### src/rtl/alu_seq_pkg.sv
// Shared types and constants for the sequential ALU: opcodes, FSM states,
// seven-segment patterns and flag bit positions.
package alu_seq_pkg;

    typedef enum logic [3:0] {
        OpAdd = 4'b0000,
        OpSub = 4'b0001,
        OpAnd = 4'b0010,
        OpOr  = 4'b0011,
        OpXor = 4'b0100,
        OpShl = 4'b0101,
        OpShr = 4'b0110,
        OpMul = 4'b0111,
        OpDiv = 4'b1000,
        OpMod = 4'b1001
    } op_e;

    typedef enum logic [1:0] {
        IDLE = 2'd0,
        EXEC = 2'd1,
        DONE = 2'd2
    } state_e;

    localparam logic [6:0] SEG_BLANK = 7'b1111111;
    localparam logic [6:0] SEG_ZERO  = 7'b1000000;

    localparam int unsigned FLAG_NEG = 3;
    localparam int unsigned FLAG_Z   = 2;
    localparam int unsigned FLAG_C   = 1;
    localparam int unsigned FLAG_V   = 0;

endpackage

### src/rtl/alu_seq_hex_to_7seg.sv
// Hex digit to active-low gfedcba seven-segment pattern, purely combinational.
module hex_to_7seg
    import alu_seq_pkg::*;
(
    input  logic [3:0] hex_i,
    output logic [6:0] seg_o
);

    always_comb begin
        seg_o = SEG_BLANK;
        case (hex_i)
            4'h0: seg_o = SEG_ZERO;
            4'h1: seg_o = 7'b1111001;
            4'h2: seg_o = 7'b0100100;
            4'h3: seg_o = 7'b0110000;
            4'h4: seg_o = 7'b0011001;
            4'h5: seg_o = 7'b0010010;
            4'h6: seg_o = 7'b0000010;
            4'h7: seg_o = 7'b1111000;
            4'h8: seg_o = 7'b0000000;
            4'h9: seg_o = 7'b0010000;
            4'hA: seg_o = 7'b0001000;
            4'hB: seg_o = 7'b0000011;
            4'hC: seg_o = 7'b1000110;
            4'hD: seg_o = 7'b0100001;
            4'hE: seg_o = 7'b0000110;
            4'hF: seg_o = 7'b0001110;
            default: seg_o = SEG_BLANK;
        endcase
    end

endmodule

### src/rtl/alu_seq.sv
// Clocked N-bit ALU with start/busy/done handshake, iterative MUL/DIV/MOD,
// registered flags and three hex seven-segment displays.
module alu_seq
    import alu_seq_pkg::*;
#(
    parameter int unsigned N     = 4,
    parameter int unsigned CNT_W = $clog2(N + 1)
) (
    input  logic         clk,
    input  logic         rst,
    input  logic [N-1:0] A_num,
    input  logic [N-1:0] B_num,
    input  logic [3:0]   operation,
    input  logic         start,
    output logic         busy,
    output logic         done,
    output logic [N-1:0] result,
    output logic [3:0]   flags,
    output logic         err,
    output logic [6:0]   seg1,
    output logic [6:0]   seg2,
    output logic [6:0]   result_seg
);

    state_e           state_q, state_d;
    op_e              op_q, op_d;
    logic [N-1:0]     a_q, a_d, b_q, b_d;
    logic [N-1:0]     hi_q, hi_d, lo_q, lo_d;
    logic [CNT_W-1:0] cnt_q, cnt_d;
    logic [N-1:0]     result_q, result_d;
    logic [3:0]       flags_q, flags_d;
    logic             err_q, err_d, busy_q, busy_d, done_q, done_d;

    logic [N:0]   add_w, sub_w;
    logic [N:0]   mul_sum, div_sh, div_diff;
    logic [N-1:0] mul_hi, mul_lo, div_hi, div_lo;
    logic         div_ok;
    logic [N-1:0] res_w;
    logic         c_w, v_w, fin;

    assign add_w = {1'b0, A_num} + {1'b0, B_num};
    assign sub_w = {1'b0, A_num} - {1'b0, B_num};

    // MUL: hi:lo is the partial product, lo starts as the multiplier.
    assign mul_sum = {1'b0, hi_q} + (lo_q[0] ? {1'b0, b_q} : '0);
    assign mul_hi  = mul_sum[N:1];
    assign mul_lo  = {mul_sum[0], lo_q[N-1:1]};

    // DIV/MOD: hi is the remainder, lo shifts dividend out and quotient in.
    assign div_sh   = {hi_q, lo_q[N-1]};
    assign div_diff = div_sh - {1'b0, b_q};
    assign div_ok   = ~div_diff[N];
    assign div_hi   = div_ok ? div_diff[N-1:0] : div_sh[N-1:0];
    assign div_lo   = {lo_q[N-2:0], div_ok};

    always_comb begin
        state_d  = state_q;
        op_d     = op_q;
        a_d      = a_q;
        b_d      = b_q;
        hi_d     = hi_q;
        lo_d     = lo_q;
        cnt_d    = cnt_q;
        result_d = result_q;
        flags_d  = flags_q;
        err_d    = err_q;
        res_w    = '0;
        c_w      = 1'b0;
        v_w      = 1'b0;
        fin      = 1'b0;

        case (state_q)
            IDLE: begin
                if (start) begin
                    a_d     = A_num;
                    b_d     = B_num;
                    op_d    = op_e'(operation);
                    err_d   = 1'b0;
                    fin     = 1'b1;
                    state_d = DONE;
                    case (op_e'(operation))
                        OpAdd: begin
                            res_w = add_w[N-1:0];
                            c_w   = add_w[N];
                            v_w   = (A_num[N-1] == B_num[N-1]) && (add_w[N-1] != A_num[N-1]);
                        end
                        OpSub: begin
                            res_w = sub_w[N-1:0];
                            c_w   = sub_w[N];
                            v_w   = (A_num[N-1] != B_num[N-1]) && (sub_w[N-1] != A_num[N-1]);
                        end
                        OpAnd: res_w = A_num & B_num;
                        OpOr:  res_w = A_num | B_num;
                        OpXor: res_w = A_num ^ B_num;
                        OpShl: res_w = A_num << B_num[CNT_W-1:0];
                        OpShr: res_w = A_num >> B_num[CNT_W-1:0];
                        OpMul, OpDiv, OpMod: begin
                            if (operation != OpMul && B_num == '0) begin
                                res_w = (operation == OpDiv) ? '1 : A_num;
                                err_d = 1'b1;
                            end else begin
                                fin     = 1'b0;
                                state_d = EXEC;
                                cnt_d   = CNT_W'(N);
                                hi_d    = '0;
                                lo_d    = A_num;
                            end
                        end
                        default: begin
                            res_w = '0;
                            err_d = 1'b1;
                        end
                    endcase
                end
            end
            EXEC: begin
                cnt_d = cnt_q - CNT_W'(1);
                if (op_q == OpMul) begin
                    hi_d = mul_hi;
                    lo_d = mul_lo;
                end else begin
                    hi_d = div_hi;
                    lo_d = div_lo;
                end
                if (cnt_q == CNT_W'(1)) begin
                    fin     = 1'b1;
                    state_d = DONE;
                    case (op_q)
                        OpMul: begin
                            res_w = mul_lo;
                            c_w   = |mul_hi;
                        end
                        OpDiv:   res_w = div_lo;
                        default: res_w = div_hi;
                    endcase
                end
            end
            DONE:    state_d = IDLE;
            default: state_d = IDLE;
        endcase

        if (fin) begin
            result_d          = res_w;
            flags_d[FLAG_NEG] = res_w[N-1];
            flags_d[FLAG_Z]   = (res_w == '0);
            flags_d[FLAG_C]   = c_w;
            flags_d[FLAG_V]   = v_w;
        end

        busy_d = (state_d != IDLE);
        done_d = (state_d == DONE);
    end

    always_ff @(posedge clk or posedge rst) begin
        if (rst) begin
            state_q  <= IDLE;
            op_q     <= OpAdd;
            a_q      <= '0;
            b_q      <= '0;
            hi_q     <= '0;
            lo_q     <= '0;
            cnt_q    <= '0;
            result_q <= '0;
            flags_q  <= '0;
            err_q    <= 1'b0;
            busy_q   <= 1'b0;
            done_q   <= 1'b0;
        end else begin
            state_q  <= state_d;
            op_q     <= op_d;
            a_q      <= a_d;
            b_q      <= b_d;
            hi_q     <= hi_d;
            lo_q     <= lo_d;
            cnt_q    <= cnt_d;
            result_q <= result_d;
            flags_q  <= flags_d;
            err_q    <= err_d;
            busy_q   <= busy_d;
            done_q   <= done_d;
        end
    end

    assign busy   = busy_q;
    assign done   = done_q;
    assign result = result_q;
    assign flags  = flags_q;
    assign err    = err_q;

    hex_to_7seg u_seg1 (.hex_i(a_q[3:0]),      .seg_o(seg1));
    hex_to_7seg u_seg2 (.hex_i(b_q[3:0]),      .seg_o(seg2));
    hex_to_7seg u_segr (.hex_i(result_q[3:0]), .seg_o(result_seg));

endmodule
### config.mk
export PLATFORM = sky130hd
export DESIGN_NAME = alu_seq
export DESIGN_NICKNAME = d
export VERILOG_FILES = /design/src/rtl/alu_seq_pkg.sv /design/src/rtl/alu_seq_hex_to_7seg.sv /design/src/rtl/alu_seq.sv
export SDC_FILE = /design/constraint.sdc
export NUM_CORES = 1
export LEC_CHECK = 0
export ABC_AREA = 1
export BUFFER_PORTS_ARGS = -buffer_cell sky130_fd_sc_hd__buf_2
export CORE_MARGIN = 2
export CORE_UTILIZATION = 30
export DETAILED_ROUTE_END_ITERATION = 10
export HOLD_SLACK_MARGIN = 0.15
export PLACE_DENSITY = 0.56
export SLEW_MARGIN = 5
export SYNTH_ARGS = -nofsm -noshare
export SYNTH_HDL_FRONTEND = slang
export SYNTH_SLANG_ARGS = --single-unit
export TNS_END_PERCENT = 30
### constraint.sdc
create_clock -name clk -period 5.4 [get_ports clk]
set_input_delay 0.27 -clock clk [delete_from_list [all_inputs] [get_ports clk]]
set_output_delay 0.27 -clock clk [all_outputs]
set_load 0.1 [all_outputs]
==> impl_metrics.ini <==
[clock_tree]
cts_tree = done
cts_buffers = 5
clk_path_buf_depth = 2
clk_latency_ns = 0.27
clock_sinks = 35
htree_levels = 2
holdBufCountCts = 1
root_buffer = clkbuf_16
ctsResizeCount = 0
cts_setup_buffers = 0
clk_pin_slew_ns = 0.05

[sta]
fin_crit_ns = 2.37
rsz0062_at_grt = no
max_slew_margin_pct = 64.2
period_share_pct = 43.8
tightest_slew_ns = 0.536
clock_skew_ns = 0.00271
hold_ws_ns = 0.312
slew_viol_final = 0
setup_violations = 0
tns_ns = 0
fmax_ghz = 0.423
hold_violations = 0

[global_routing]
grt_max_degree = 36
grt_pass1_wl_mm = 16.5
grt_antenna_before_repair = 0
grt_overflow = 0
grt_pass1_vias = 3383
track_usage_pct = 16.0

[layout]
final_common_cell = nand2_1
syn_to_final_growth_pct = 15.8
fin_nets = 634
stdcell_count = 718
antenna_cells = 0
final_cell_mix = nand2_1, inv_1, nor2_1, nand3_1, buf_2
drive_gt1_share_pct = 12.3

[detailed_routing]
drt_iter0_drc = 304
vias_per_cell = 4.99
vias = 3582
wl_per_cell_um = 13.7
drcViolationCount = 0
drtPass1Iterations = 5
drt_wl_total_mm = 9.83
postRouteAntennaNets = 0

[place]
place.detailed.hpwl_mm = 7.80
gp_congestion = 0.898
port_buffers = 46
dp_cells = 709

[setup_path]
critPathArrivalTime_ns = 2.10
r2r-end = flags[2]$_DFFE_PP0P_
regToRegStartpoint = b_q[3]$_DFFE_PP0P_
cp-end-kind = output pin
crit_top_cell = inv_1
crit_type = reg2out
crit_buf_inv = 3
ff2ff_setup_slack_ns = 3.16
worstPathCellList = inv_1, ha_1, inv_1, a21oi_1, o21ai_0, nand2_1, buf_2
required_ns = 5.13
cp_slowest_cell = dfrtp_1
path_max_fanout = 7
r2r_cells = 14
crit_family = buffers and inverters
slowest_delay_ns = 0.45
start_kind = flip-flop

[floorplan]
fp.dieArea_mm2 = 0.0126
core_area_mm2 = 0.0114
rows = 39
die_w_um = 112
initial_core_util_pct = 30.8
io_pins = 47
die_y_um = 112

[worst_hold_path]
min_path_cells = 3
hp-start = start
worstHoldPathType = in2reg
hold_end = flags[1]$_DFFE_PP0P_

[synthesis]
yosysSeqAreaShare_pct = 24.9
syn-num-nets = 589
syn_area_mm2 = 0.00352
synth.avg_cell_area_um2 = 6.66
ys_ff_latch = 35
synth_cell_types = 38
netlist_instances = 529
synth_warnings = 0

[status]
outcome = complete, no violations

[job]
max_cap_viol_count = 0
==> flip-flops by register name, summed over array words and instances (netlist names) <==
name / count
done: 1
a_q: 4
hi_q: 4
lo_q: 4
result: 4
flags: 3
err: 1
cnt_q: 3
op_q: 4
b_q: 4
state_q: 2
busy: 1
==> worst max-delay path by stage <==
stage	start	end	slack (ns)	cells past startpoint
after floorplan	result[1]$_DFFE_PP0P_	result_seg[2]	1.37	3
final	b_q[1]$_DFFE_PP0P_	seg2[0]	3.03	7
after detailed placement	b_q[3]$_DFFE_PP0P_	flags[2]$_DFFE_PP0P_	3.18	14
after global routing	b_q[1]$_DFFE_PP0P_	seg2[0]	2.88	7
after global placement	b_q[3]$_DFFE_PP0P_	flags[2]$_DFFE_PP0P_	3.23	14
after CTS	b_q[1]$_DFFE_PP0P_	seg2[0]	3.01	7
==> worst register-to-register path, stage by stage (launching register included) <==
cell and delay (ns):
dfrtp_1 0.45, clkinv_1 0.25, ha_1 0.38, or2_1 0.23, nand2_1 0.07, nand2_1 0.11, nand2_2 0.13, nand2_1 0.09
nand3_1 0.07, nand2_1 0.05, nand2_1 0.07, nand2_1 0.05, nor2_1 0.10, nand2_1 0.06, nand2_1 0.05
==> kinds of logic (layout without fill, tap and decap cells) <==
| kind of cell | after synthesis | count (layout) | synth area share, % |
|---|---|---|---|
| AND/OR/NAND/NOR | 258 | 258 | 31.6 |
| AO/OA/AOI/OAI | 98 | 98 | 15.7 |
| buffers and inverters | 87 | 133 | 9.42 |
| adder cells (fa/ha/maj) | 45 | 45 | 16.8 |
| flip-flops | 35 | 35 | 24.9 |
| XOR/XNOR | 6 | 6 | 1.49 |
==> through the flow <==
stage	utilization (%)	setup slack, ns	instance area, µm²
after floorplan	-	1.37	3520
after global placement	34.1	3.23	3890
after detailed placement	34.1	3.18	3890
after CTS	35.7	3.01	4080
after global routing	35.7	2.88	4080
final	35.7	3.03	4080
==> cell type report <==
cell class	count	area (µm²)
fillers	1245	7340
well taps	143	179
inverters	77	289
clock inverters	2	35.0
multi-input cells	407	2310
repair buffers	48	248
clock buffers	6	139
flip-flops and latches	35	876
==> synthesized netlist by cell type <==
| cell type | n | area share (%) |
|---|---|---|
| nand2_4 | 2 | 0.64 |
| or2_1 | 1 | 0.18 |
| a32oi_1 | 1 | 0.25 |
| o21ai_0 | 39 | 5.5 |
| nand3_1 | 50 | 7.1 |
| nand2_2 | 2 | 0.36 |
| clkinv_1 | 2 | 0.21 |
| a21boi_0 | 1 | 0.21 |
| o211ai_1 | 9 | 1.9 |
| o21a_1 | 2 | 0.43 |
| a31oi_1 | 2 | 0.36 |
| o221ai_1 | 2 | 0.50 |
| a21oi_1 | 30 | 4.3 |
| o41ai_1 | 1 | 0.25 |
| nand4_1 | 3 | 0.53 |
| nand3_2 | 2 | 0.57 |
| or2_0 | 1 | 0.18 |
| nor3_1 | 2 | 0.28 |
| xor2_1 | 2 | 0.50 |
| a21o_1 | 1 | 0.21 |
| ha_1 | 41 | 15 |
| o22ai_1 | 3 | 0.53 |
| buf_2 | 1 | 0.14 |
| nand3b_1 | 4 | 0.85 |
| inv_1 | 69 | 7.4 |
| nor2_2 | 2 | 0.36 |
| fa_1 | 4 | 2.3 |
| clkbuf_1 | 8 | 0.85 |
| buf_4 | 1 | 0.21 |
| nand4_2 | 1 | 0.36 |
| inv_2 | 6 | 0.64 |
| o31ai_1 | 4 | 0.85 |
| xnor2_1 | 4 | 0.99 |
| nor2_1 | 51 | 5.4 |
| nand2_1 | 136 | 14 |
| nor3_2 | 1 | 0.28 |
| o21ai_1 | 3 | 0.43 |
| dfrtp_1 | 35 | 25 |
==> per-layer routing <==
layer / wire [µm] / GRT usage, %
met3: 441 / 1.94
met5: 0 / 0
met1: 4620 / 22.2
met4: 140 / 4.23
met2: 4630 / 26.6
Power is left out: the tool's default activity adds up to more than one toggle a clock period on the data nets, which glitch-free logic cannot reach.
